--- src/rtl/display_pkg.sv ---
// Shared types and constants for the seven-segment scan controller.
//   scan_state_t : scan FSM states
//   SEG_OFF      : all segments dark (active-low)
//   GLYPH        : hex glyph table, active-low, bit order {g,f,e,d,c,b,a}
package display_pkg;

   typedef enum logic [1:0] {
      IDLE  = 2'd0,
      BLANK = 2'd1,
      SHOW  = 2'd2
   } scan_state_t;

   localparam logic [6:0] SEG_OFF = 7'h7F;

   // Entry i is the glyph for value i; 'b' and 'd' are the lowercase forms.
   localparam logic [15:0][6:0] GLYPH = {
      7'h0E, 7'h06, 7'h21, 7'h46,   // F E d C
      7'h03, 7'h08, 7'h10, 7'h00,   // b A 9 8
      7'h78, 7'h02, 7'h12, 7'h19,   // 7 6 5 4
      7'h30, 7'h24, 7'h79, 7'h40    // 3 2 1 0
   };

endpackage

--- src/rtl/seg7_decoder.sv ---
// Combinational hex-to-seven-segment decoder.
//   value : 4-bit digit value, 0-F
//   seg_n : active-low segments {g,f,e,d,c,b,a}
module seg7_decoder
   import display_pkg::*;
(
   input  logic [3:0] value,
   output logic [6:0] seg_n
);

   assign seg_n = GLYPH[value];

endmodule

--- src/rtl/display_scan_controller.sv ---
// Seven-segment display scanner: lights one digit at a time for CLK_DIV clocks,
// with a BLANK_CYCLES all-dark guard between digits to suppress ghosting.
//   clk, rst     : clock, asynchronous active-low reset
//   en           : scan enable, low = display dark and scan restarts at digit 0
//   digit_data   : 4 bits per digit, dp_in / digit_mask one bit per digit
//   anode_n      : one-hot-low digit select (registered)
//   seg_n, dp_n  : active-low segments and decimal point (registered)
//   frame_done   : one-clock pulse after the last digit's lit interval
//   cur_digit    : digit index being blanked or shown
//
// state | meaning
// ------+-----------------------------------------------------------
// IDLE  | scan disabled, outputs dark
// BLANK | guard interval before cur_digit, all anodes off
// SHOW  | cur_digit lit from values captured on entry
module display_scan_controller
   import display_pkg::*;
#(
   parameter int NUM_DIGITS   = 8,
   parameter int CLK_DIV      = 4096,
   parameter int BLANK_CYCLES = 16
)(
   input  logic                      clk,
   input  logic                      rst,
   input  logic                      en,
   input  logic [4*NUM_DIGITS-1:0]   digit_data,
   input  logic [NUM_DIGITS-1:0]     dp_in,
   input  logic [NUM_DIGITS-1:0]     digit_mask,
   output logic [NUM_DIGITS-1:0]     anode_n,
   output logic [6:0]                seg_n,
   output logic                      dp_n,
   output logic                      frame_done,
   output logic [2:0]                cur_digit
);

   localparam int TMAX = (CLK_DIV > BLANK_CYCLES) ? CLK_DIV : BLANK_CYCLES;
   localparam int TW   = $clog2(TMAX + 1);
   localparam logic [TW-1:0] SHOW_LOAD  = TW'(CLK_DIV - 1);
   localparam logic [TW-1:0] BLANK_LOAD = TW'((BLANK_CYCLES > 0) ? BLANK_CYCLES - 1 : 0);

   scan_state_t             state, state_nxt;
   logic [TW-1:0]           timer, timer_nxt;
   logic [2:0]              digit_nxt, wrap_digit;
   logic                    last_digit, frame_nxt, load_show;
   logic [31:0]             data_pad;
   logic [7:0]              dp_pad, mask_pad, sel_n;
   logic [3:0]              nibble;
   logic [6:0]              glyph;
   logic [NUM_DIGITS-1:0]   anode_nxt;
   logic [6:0]              seg_nxt;
   logic                    dp_nxt;

   assign last_digit = (cur_digit == 3'(NUM_DIGITS - 1));
   assign wrap_digit = last_digit ? 3'd0 : cur_digit + 3'd1;

   // Timers count down to zero; the load value is length-1.
   always_comb begin
      state_nxt = state;
      timer_nxt = timer;
      digit_nxt = cur_digit;
      frame_nxt = 1'b0;
      load_show = 1'b0;
      if (!en) begin
         state_nxt = IDLE;
         timer_nxt = '0;
         digit_nxt = 3'd0;
      end else begin
         case (state)
            IDLE: begin
               digit_nxt = 3'd0;
               if (BLANK_CYCLES == 0) begin
                  state_nxt = SHOW;
                  timer_nxt = SHOW_LOAD;
                  load_show = 1'b1;
               end else begin
                  state_nxt = BLANK;
                  timer_nxt = BLANK_LOAD;
               end
            end
            BLANK: begin
               if (timer == '0) begin
                  state_nxt = SHOW;
                  timer_nxt = SHOW_LOAD;
                  load_show = 1'b1;
               end else begin
                  timer_nxt = timer - TW'(1);
               end
            end
            SHOW: begin
               if (timer == '0) begin
                  digit_nxt = wrap_digit;
                  frame_nxt = last_digit;
                  if (BLANK_CYCLES == 0) begin
                     state_nxt = SHOW;
                     timer_nxt = SHOW_LOAD;
                     load_show = 1'b1;
                  end else begin
                     state_nxt = BLANK;
                     timer_nxt = BLANK_LOAD;
                  end
               end else begin
                  timer_nxt = timer - TW'(1);
               end
            end
            default: begin
               state_nxt = IDLE;
               timer_nxt = '0;
               digit_nxt = 3'd0;
            end
         endcase
      end
   end

   // Select the digit about to be shown (digit_nxt), so a back-to-back
   // SHOW with no guard picks up the next digit's data on the same edge.
   assign data_pad = 32'(digit_data);
   assign dp_pad   = 8'(dp_in);
   assign mask_pad = 8'(digit_mask);
   assign nibble   = data_pad[{digit_nxt, 2'b00} +: 4];
   assign sel_n    = ~(8'd1 << digit_nxt);

   seg7_decoder u_dec (
      .value (nibble),
      .seg_n (glyph)
   );

   // Outputs are captured on entry to SHOW and held; all other states are dark.
   always_comb begin
      anode_nxt = '1;
      seg_nxt   = SEG_OFF;
      dp_nxt    = 1'b1;
      if (load_show) begin
         anode_nxt = mask_pad[digit_nxt] ? sel_n[NUM_DIGITS-1:0] : '1;
         seg_nxt   = glyph;
         dp_nxt    = mask_pad[digit_nxt] ? ~dp_pad[digit_nxt] : 1'b1;
      end else if (state_nxt == SHOW) begin
         anode_nxt = anode_n;
         seg_nxt   = seg_n;
         dp_nxt    = dp_n;
      end
   end

   always_ff @(posedge clk or negedge rst) begin
      if (!rst) begin
         state      <= IDLE;
         timer      <= '0;
         cur_digit  <= 3'd0;
         anode_n    <= '1;
         seg_n      <= SEG_OFF;
         dp_n       <= 1'b1;
         frame_done <= 1'b0;
      end else begin
         state      <= state_nxt;
         timer      <= timer_nxt;
         cur_digit  <= digit_nxt;
         anode_n    <= anode_nxt;
         seg_n      <= seg_nxt;
         dp_n       <= dp_nxt;
         frame_done <= frame_nxt;
      end
   end

endmodule

--- config.mk ---
export PLATFORM = sky130hd
export DESIGN_NAME = display_scan_controller
export DESIGN_NICKNAME = d
export VERILOG_FILES = /design/src/rtl/display_pkg.sv /design/src/rtl/seg7_decoder.sv /design/src/rtl/display_scan_controller.sv
export SDC_FILE = /design/constraint.sdc
export NUM_CORES = 1
export LEC_CHECK = 0
export ABC_AREA = 1
export BUFFER_PORTS_ARGS = -buffer_cell sky130_fd_sc_hd__buf_2
export CAP_MARGIN = 20
export CORE_ASPECT_RATIO = 1.1
export CORE_MARGIN = 5
export CORE_UTILIZATION = 40
export DETAILED_ROUTE_END_ITERATION = 10
export PLACE_DENSITY = 0.75
export SLEW_MARGIN = 40
export SYNTH_ARGS = -nofsm -noshare
export SYNTH_HDL_FRONTEND = slang
export SYNTH_SLANG_ARGS = --single-unit
--- constraint.sdc ---
create_clock -name clk -period 2.5 [get_ports clk]
set_input_delay 0.5 -clock clk [delete_from_list [all_inputs] [get_ports clk]]
set_output_delay 0.5 -clock clk [all_outputs]
set_load 0.005 [all_outputs]
### Yosys cells after proc, flatten, opt, wreduce, memory -nomap -nowiden

Memory sizes are Yosys's and may differ from the RTL's.
Cells that the tools add are included.

| storage, ports and cells | value |
|---|---|
| bits in read-only memories | 112 |
| input bits | 51 |
| register bits after elaboration | 35 |
| output and inout bits | 20 |
| memories | 1 |

| operators by class | value |
|---|---|
| add/sub/neg operators | 2 |
| bitwise operators | 2 |
| order comparisons | 2 |
| reduce and logical (&&, ||, !) cells | 2 |
| equality and inequality tests | 5 |
| shifts and indexed selects | 2 |
| multiplexer cells | 31 |

Memories:

| memory | words | width | read ports | clocked after Yosys merged registers in | wr ports | line | source |
|---|---|---|---|---|---|---|---|
| (no name shown) | 16 | 7 | 1 | 0 | 0 | seg7_decoder.sv:11 | `assign seg_n = GLYPH[value];` |

Operators with widths:

| cell | count |
|---|---|
| 13-bit 2-to-1 mux | 3 |
| 13-bit one-hot mux with 3 select lines | 1 |
| 32-bit by 6-bit variable part select with 4-bit output | 1 |
| 8-bit 2-to-1 mux | 3 |
| 7-bit 2-to-1 mux | 3 |
| 13-bit zero test | 1 |
| 13-bit by 1-bit subtractor with 13-bit output (second input constant) | 1 |
| 1-bit 2-to-1 mux | 11 |
| 3-bit 2-to-1 mux | 3 |
| 8-bit inverter | 1 |
| 1-bit by 3-bit << shifter with 8-bit output (first input constant) | 1 |
| 1-bit binary-select mux with 3-bit select | 2 |
| 2-bit 2-to-1 mux | 3 |
| 2-bit one-hot mux with 3 select lines | 1 |
| 3-bit one-hot mux with 2 select lines | 1 |
| 4-bit by 5-bit less-than comparator with 1-bit output (second input constant) | 1 |
| 2-bit == test (second input constant) | 2 |
| 3-bit by 4-bit less-than comparator with 1-bit output (second input constant) | 1 |
| 3-bit by 1-bit adder with 3-bit output (second input constant) | 1 |
| 3-bit == test (second input constant) | 1 |
| 2-bit by 1-bit == test with 1-bit output (second input constant) | 1 |
| 2-bit zero test | 1 |
| 2-bit inequality test (second input constant) | 1 |
| 1-bit inverter | 1 |

### Logic depth before layout (Yosys ltp)

| depth | value |
|---|---|
| word-level depth | 10 |
| mapped depth | 23 |
| gate-level depth less buffers | 22 |

### Modules after synthesis

From an unflattened synthesis, not the netlist that was laid out.

| second synthesis, totals | value |
|---|---|
| cells, all modules | 336 |
| area total of the unflattened synthesis | 2432.3 um2 |

By module, submodules not included:

| module | area each (um2) | cells an instance | seq. area each (um2) | times used |
|---|---|---|---|---|
| display_scan_controller | 2158.3 | 287 | 895.9 | 1 |
| seg7_decoder | 274.0 | 49 | 0.0 | 1 |

### Worst setup path after synthesis

Ideal clock, no wire load.

| timing path | value |
|---|---|
| kind | register -> register |
| start | register cur_digit[0] |
| end | register seg_n[3] |
| period minus slack after synthesis | 2.597 ns |
| library setup time | 0.072 ns |
| required time | 2.428 ns |
| cell stages (with the launch flop) | 21 |
| slack | -0.097 ns |
| data arrival time | 2.525 ns |
| path through | dfrtp_1 -> ha_1 -> ha_1 -> nor3_1 -> nand2_4 -> nand2_4 -> nand2_4 -> buf_2 -> nand2_1 -> nand2_1 -> nand2_1 -> nand3_1 -> nand2_1 -> inv_1 -> ha_1 -> nand3_1 -> nand2_1 -> nand2_1 -> nand3_1 -> nand2_1 -> inv_1 |

| on the way | value |
|---|---|
| longest elaborated chain between the ends | 9 |
| elaborated cells on any way between the ends | 10 |
| classes of those cells | 1 x add/sub; 1 x eq/ne; 1 x shift; 6 x mux; 1 x memory |

Ends and longest elaborated chain:

| element | line | source |
|---|---|---|
| start, declared | display_scan_controller.sv:33 | `output logic [2:0] cur_digit` |
| start signal, assigned | display_scan_controller.sv:155 | `cur_digit <= digit_nxt;` |
| 3-bit by 1-bit adder with 3-bit output or 3-bit == test (tied branches) | display_scan_controller.sv:54, display_scan_controller.sv:53 |  |
| 3-bit 2-to-1 mux | display_scan_controller.sv:54 | `assign wrap_digit = last_digit ? 3'd0 : cur_digit + 3'd1;` |
| 3-bit 2-to-1 mux | display_scan_controller.sv:90 | `if (timer == '0) begin` |
| 3-bit one-hot mux with 2 select lines (*) | display_scan_controller.sv:68 | `case (state)` |
| 3-bit 2-to-1 mux (*) | display_scan_controller.sv:63 | `if (!en) begin` |
| 32-bit by 6-bit variable part select with 4-bit output (*) | display_scan_controller.sv:119 | `assign nibble = data_pad[{digit_nxt, 2'b00} +: 4];` |
| memory 16 x 7 bit (*) | n/a |  |
| 7-bit 2-to-1 mux (not written as such) (*) | seg7_decoder.sv:11 |  |
| 7-bit 2-to-1 mux (*) | display_scan_controller.sv:132 | `if (load_show) begin` |
| end signal, assigned | display_scan_controller.sv:157 | `seg_n <= seg_nxt;` |
| end, declared | display_scan_controller.sv:30 | `output logic [6:0] seg_n,` |

Mark *: on every way between the ends. The rest lies on a longest branch, timed or not. The select of a mux whose other input is x is not followed.
A chain may end at the register's enable or synchronous reset.

### Worst setup path in the final report

| timing path | value |
|---|---|
| start | register cur_digit[0] |
| end | register seg_n[1] |

The elaborated chain is that of the path after synthesis.

==> results.md <==
- Global route overflow: 0
- Number of remaining DRC errors: 0
- First DRT Iteration DRCs: 117
- Combinational power share: 56.2%
- Pwr per Cell Area: 729 mW/mm^2
- Clk buf depth: 2
- Worst hold slack: 0.150 ns
- GPL Wtd Cong: 0.889
- Worst Setup SP: cur_digit[0]
- Measured slew at the worst slew-check pin: 0.463 ns
- NetSw: 0.00122 W
- Critical Path Sink Type: flop
- Reg clk slew, reported paths: 0.08 ns
- Post-synthesis cell count: 372
- Synth Net Count: 437
- Final Skew: 0.00672 ns
- First-pass GRT wire length: 12300 um
- WS Path Type: flop to flop
- Core area: 0.00652 mm^2
- Min Clock Period, post-route: 2.50 ns
- Failing checks: setup timing
- Register Area: 896 um^2
- IO Count: 71
- Placed cells: 542
- Worst VDD drop: 0.000486 V
- Reg-to-reg critical path startpoint: cur_digit[0]
- Yosys top cell area share: 17.9%
- Critical path data required time: 2.73 ns
- Vias in the first global route: 2841
- Startpoint Class: flop
- Largest cells by area after synthesis: dfrtp_1 (18%), nand2_1 (16%), dfstp_2 (16%)
- Max cap viols: 0
- Sw Share: 44.3%
- Critical path peak fanout: 6
- # rows: 31
- Cts bufs inserted: 5
- Hold WC Path Type: input pin to async pin
- Effective utilization at floorplan: 40.7%
- Fmax achieved: 0.400 GHz
- Unrepaired setup endpoints after global routing: yes
- Netlist cell types: 39
- Sink Count: 35
- Antenna violations before repair: 0
- CTS tree: yes
- Layout cell share with drive strength beyond 1: 46.4%
- Vias: 2874
- Final worst slack: -0.000502 ns
- Final Max Tran Viols: 0
- Final Hold Viols: 0
- Router iterations before antenna repair: 4
- Non-filler cells, final: 567
- Period utilization: 100%
- Ys Warns: 0
- Reg power frac: 28.7%
- Die area: 0.00835 mm^2
- FILL cells: 589
- FF-to-FF path depth: 15
- Clock Latency Late Sink: 0.30 ns
- #FFs+latches synth: 35
- Synth-to-layout area growth: 42.9%
- Clk root buf: clkbuf_8
- TNS Setup: -0.000502 ns
- Clock share of power: 15.1%
- Static leakage: 1.86 nW
- Internal power: 0.00154 W
- Hold buffers post-CTS: 0
- Syn avg cell area: 7.12 um^2
- Avg Vias per Cell: 5.07
- Synth Cell Area: 0.00265 mm^2
- Area leader, netlist: dfrtp_1
- Status: complete, but fails checks
- Area of the multi-input gates: 0.00186 mm^2
- Share of the yosys chip area belonging to registers: 33.8%
- H-tree levels: 2
- Final net count: 549
- ANT cells: 0
- Largest net degree at the start of global routing: 36
- Port Buffers: 70
- DRT Wirelength: 7950 um
- Final core utilization: 58.1%
- Final setup fails: 1
- Overall routing resource usage: 18.6%
- Pre-CTS setup slack: -0.158 ns
- DP HPWL: 5800 um
- Headroom to the max-slew limit: 69.1%
- WL per Instance: 14.0 um
- Die width: 87.6 um
- Final ANT Viol Nets: 0
- Die Ht: 95.4 um
- Worst EP arrival: 2.73 ns
-- area by class of cell --
cell class | instances | share of cell area (%)
clock inverter | 3 | 0.397
tap | 82 | 2.71
multi-input combinational | 292 | 49.0
clock buffer | 5 | 1.82
sequential | 35 | 23.7
inverter | 37 | 4.03
timing repair buffer | 113 | 18.3
-- final timing paths --
check / end / slack (ns)
setup / recovery: seg_n[1] / -0.0005
hold / removal: timer[3] / 0.15
setup reg to reg: seg_n[1] / -0.0005
hold reg to reg: anode_n[3] / 0.50
max in group asynchronous: anode_n[5] / 1.99
min in group clk: anode_n[3] / 0.50
-- timing repair --
action / 4_1_cts / 5_1_grt
pin swaps: 5 / 38
setup endpoints to repair: 13 / 16
gates cloned: 1 / 0
gates resized for setup: 13 / 66
setup buffers: 2 / 14
-- cell usage after synthesis --
cell type,count
o2111ai_1,1
buf_2,3
a21oi_4,1
dfrtp_1,19
or2_1,3
o21ai_1,1
nor3_1,5
buf_6,4
inv_2,2
o22ai_1,1
dfstp_2,16
nor2_1,47
and3_1,1
nand3b_1,1
nand2_4,5
o22a_1,2
inv_1,33
a31oi_1,2
buf_4,1
nand3_4,2
or2_2,7
nand2_2,8
nand3_1,28
o21ai_0,6
ha_1,14
nand4_1,2
o21ai_2,1
xnor2_1,3
nor2_2,4
nor4_1,3
clkinv_1,1
xor2_1,4
nand3_2,3
a21oi_1,15
clkinv_4,1
nor2_4,1
o21bai_1,4
clkbuf_1,1
nand2_1,116
-- sequential cells by signal, indices dropped and copies added (netlist names) --
signal	count
anode_n	8
cur_digit	3
dp_n	1
frame_done	1
seg_n	7
state	2
timer	13
-- routing by layer --
layer / GRT usage, % / vias to the layer above / part of all wire [%]
met2: 33.7 / 101 / 54
met3: 4.24 / 19 / 6.4
met5: 0 / - / 0
li1: - / 1410 / -
met1: 20.5 / 1344 / 38
met4: 7.93 / 0 / 2.0
-- cells by family (layout without fill, tap and decap cells) --
logic type / Yosys count / in the layout / share of synthesized area, %
AND/OR/NAND/NOR: 236 / 236 / 41.2
buffers and inverters: 46 / 158 / 8.12
flip-flops: 35 / 35 / 33.8
AO/OA/AOI/OAI: 34 / 35 / 7.93
adder cells (fa/ha/maj): 14 / 14 / 6.61
XOR/XNOR: 7 / 7 / 2.31
-- power by group through the flow --
stage	clock (W)	combinational, W	sequential, W
after floorplan	0	0.000859	0.000787
after global routing	0.000441	0.00172	0.000805
after detailed placement	0	0.00128	0.000790
final	0.000418	0.00155	0.000792
after global placement	0	0.00124	0.000786
after CTS	0.000418	0.00135	0.000786
-- layout by cell type (no fill, tap or decap), types with 2 or more instances in the layout --
| master | instances |
|---|---|
| nand2_1 | 98 |
| buf_2 | 69 |
| nor2_1 | 42 |
| buf_4 | 39 |
| inv_1 | 25 |
| nand2_2 | 21 |
| nand3_1 | 19 |
| dfrtp_1 | 19 |
| dfstp_2 | 16 |
| a21oi_1 | 13 |
| inv_2 | 8 |
| nand3_2 | 8 |
| nor2_2 | 7 |
| or2_2 | 7 |
| nand2_4 | 6 |
| nand3_4 | 6 |
| o21ai_0 | 6 |
| ha_1 | 6 |
| ha_4 | 6 |
| clkbuf_8 | 5 |
| buf_6 | 5 |
| nand2_8 | 4 |
| nor3_1 | 4 |
| xor2_1 | 4 |
| o21bai_1 | 4 |
| nor2_4 | 3 |
| nor4_1 | 3 |
| xnor2_1 | 3 |
| or2_1 | 3 |
| clkinv_2 | 3 |
| a21oi_4 | 2 |
| a31oi_1 | 2 |
| inv_4 | 2 |
| a21oi_2 | 2 |
| nand4_1 | 2 |
| o22a_1 | 2 |
| ha_2 | 2 |
-- critical path, stage by stage, from the launching register on --
cell	delay [ns]
dfrtp_1	0.39
ha_2	0.19
ha_2	0.19
nor3_4	0.22
nand2_8	0.12
a21oi_4	0.24
nand2_1	0.09
nand2_1	0.07
nand2_1	0.06
nand3_2	0.08
nand2_4	0.11
ha_4	0.30
nand3_4	0.09
nor2_4	0.11
nor2_2	0.03
a21oi_1	0.14
-- metrics by stage --
step | total power (W) | cell area [um^2]
2_1_floorplan | 0.00165 | 2660
6_report | 0.00276 | 3790
4_1_cts | 0.00255 | 3400
3_3_place_gp | 0.00202 | 3240
5_1_grt | 0.00296 | 3790
3_5_place_dp | 0.00207 | 3240
Note: power is estimated with default switching activity, not from simulation.
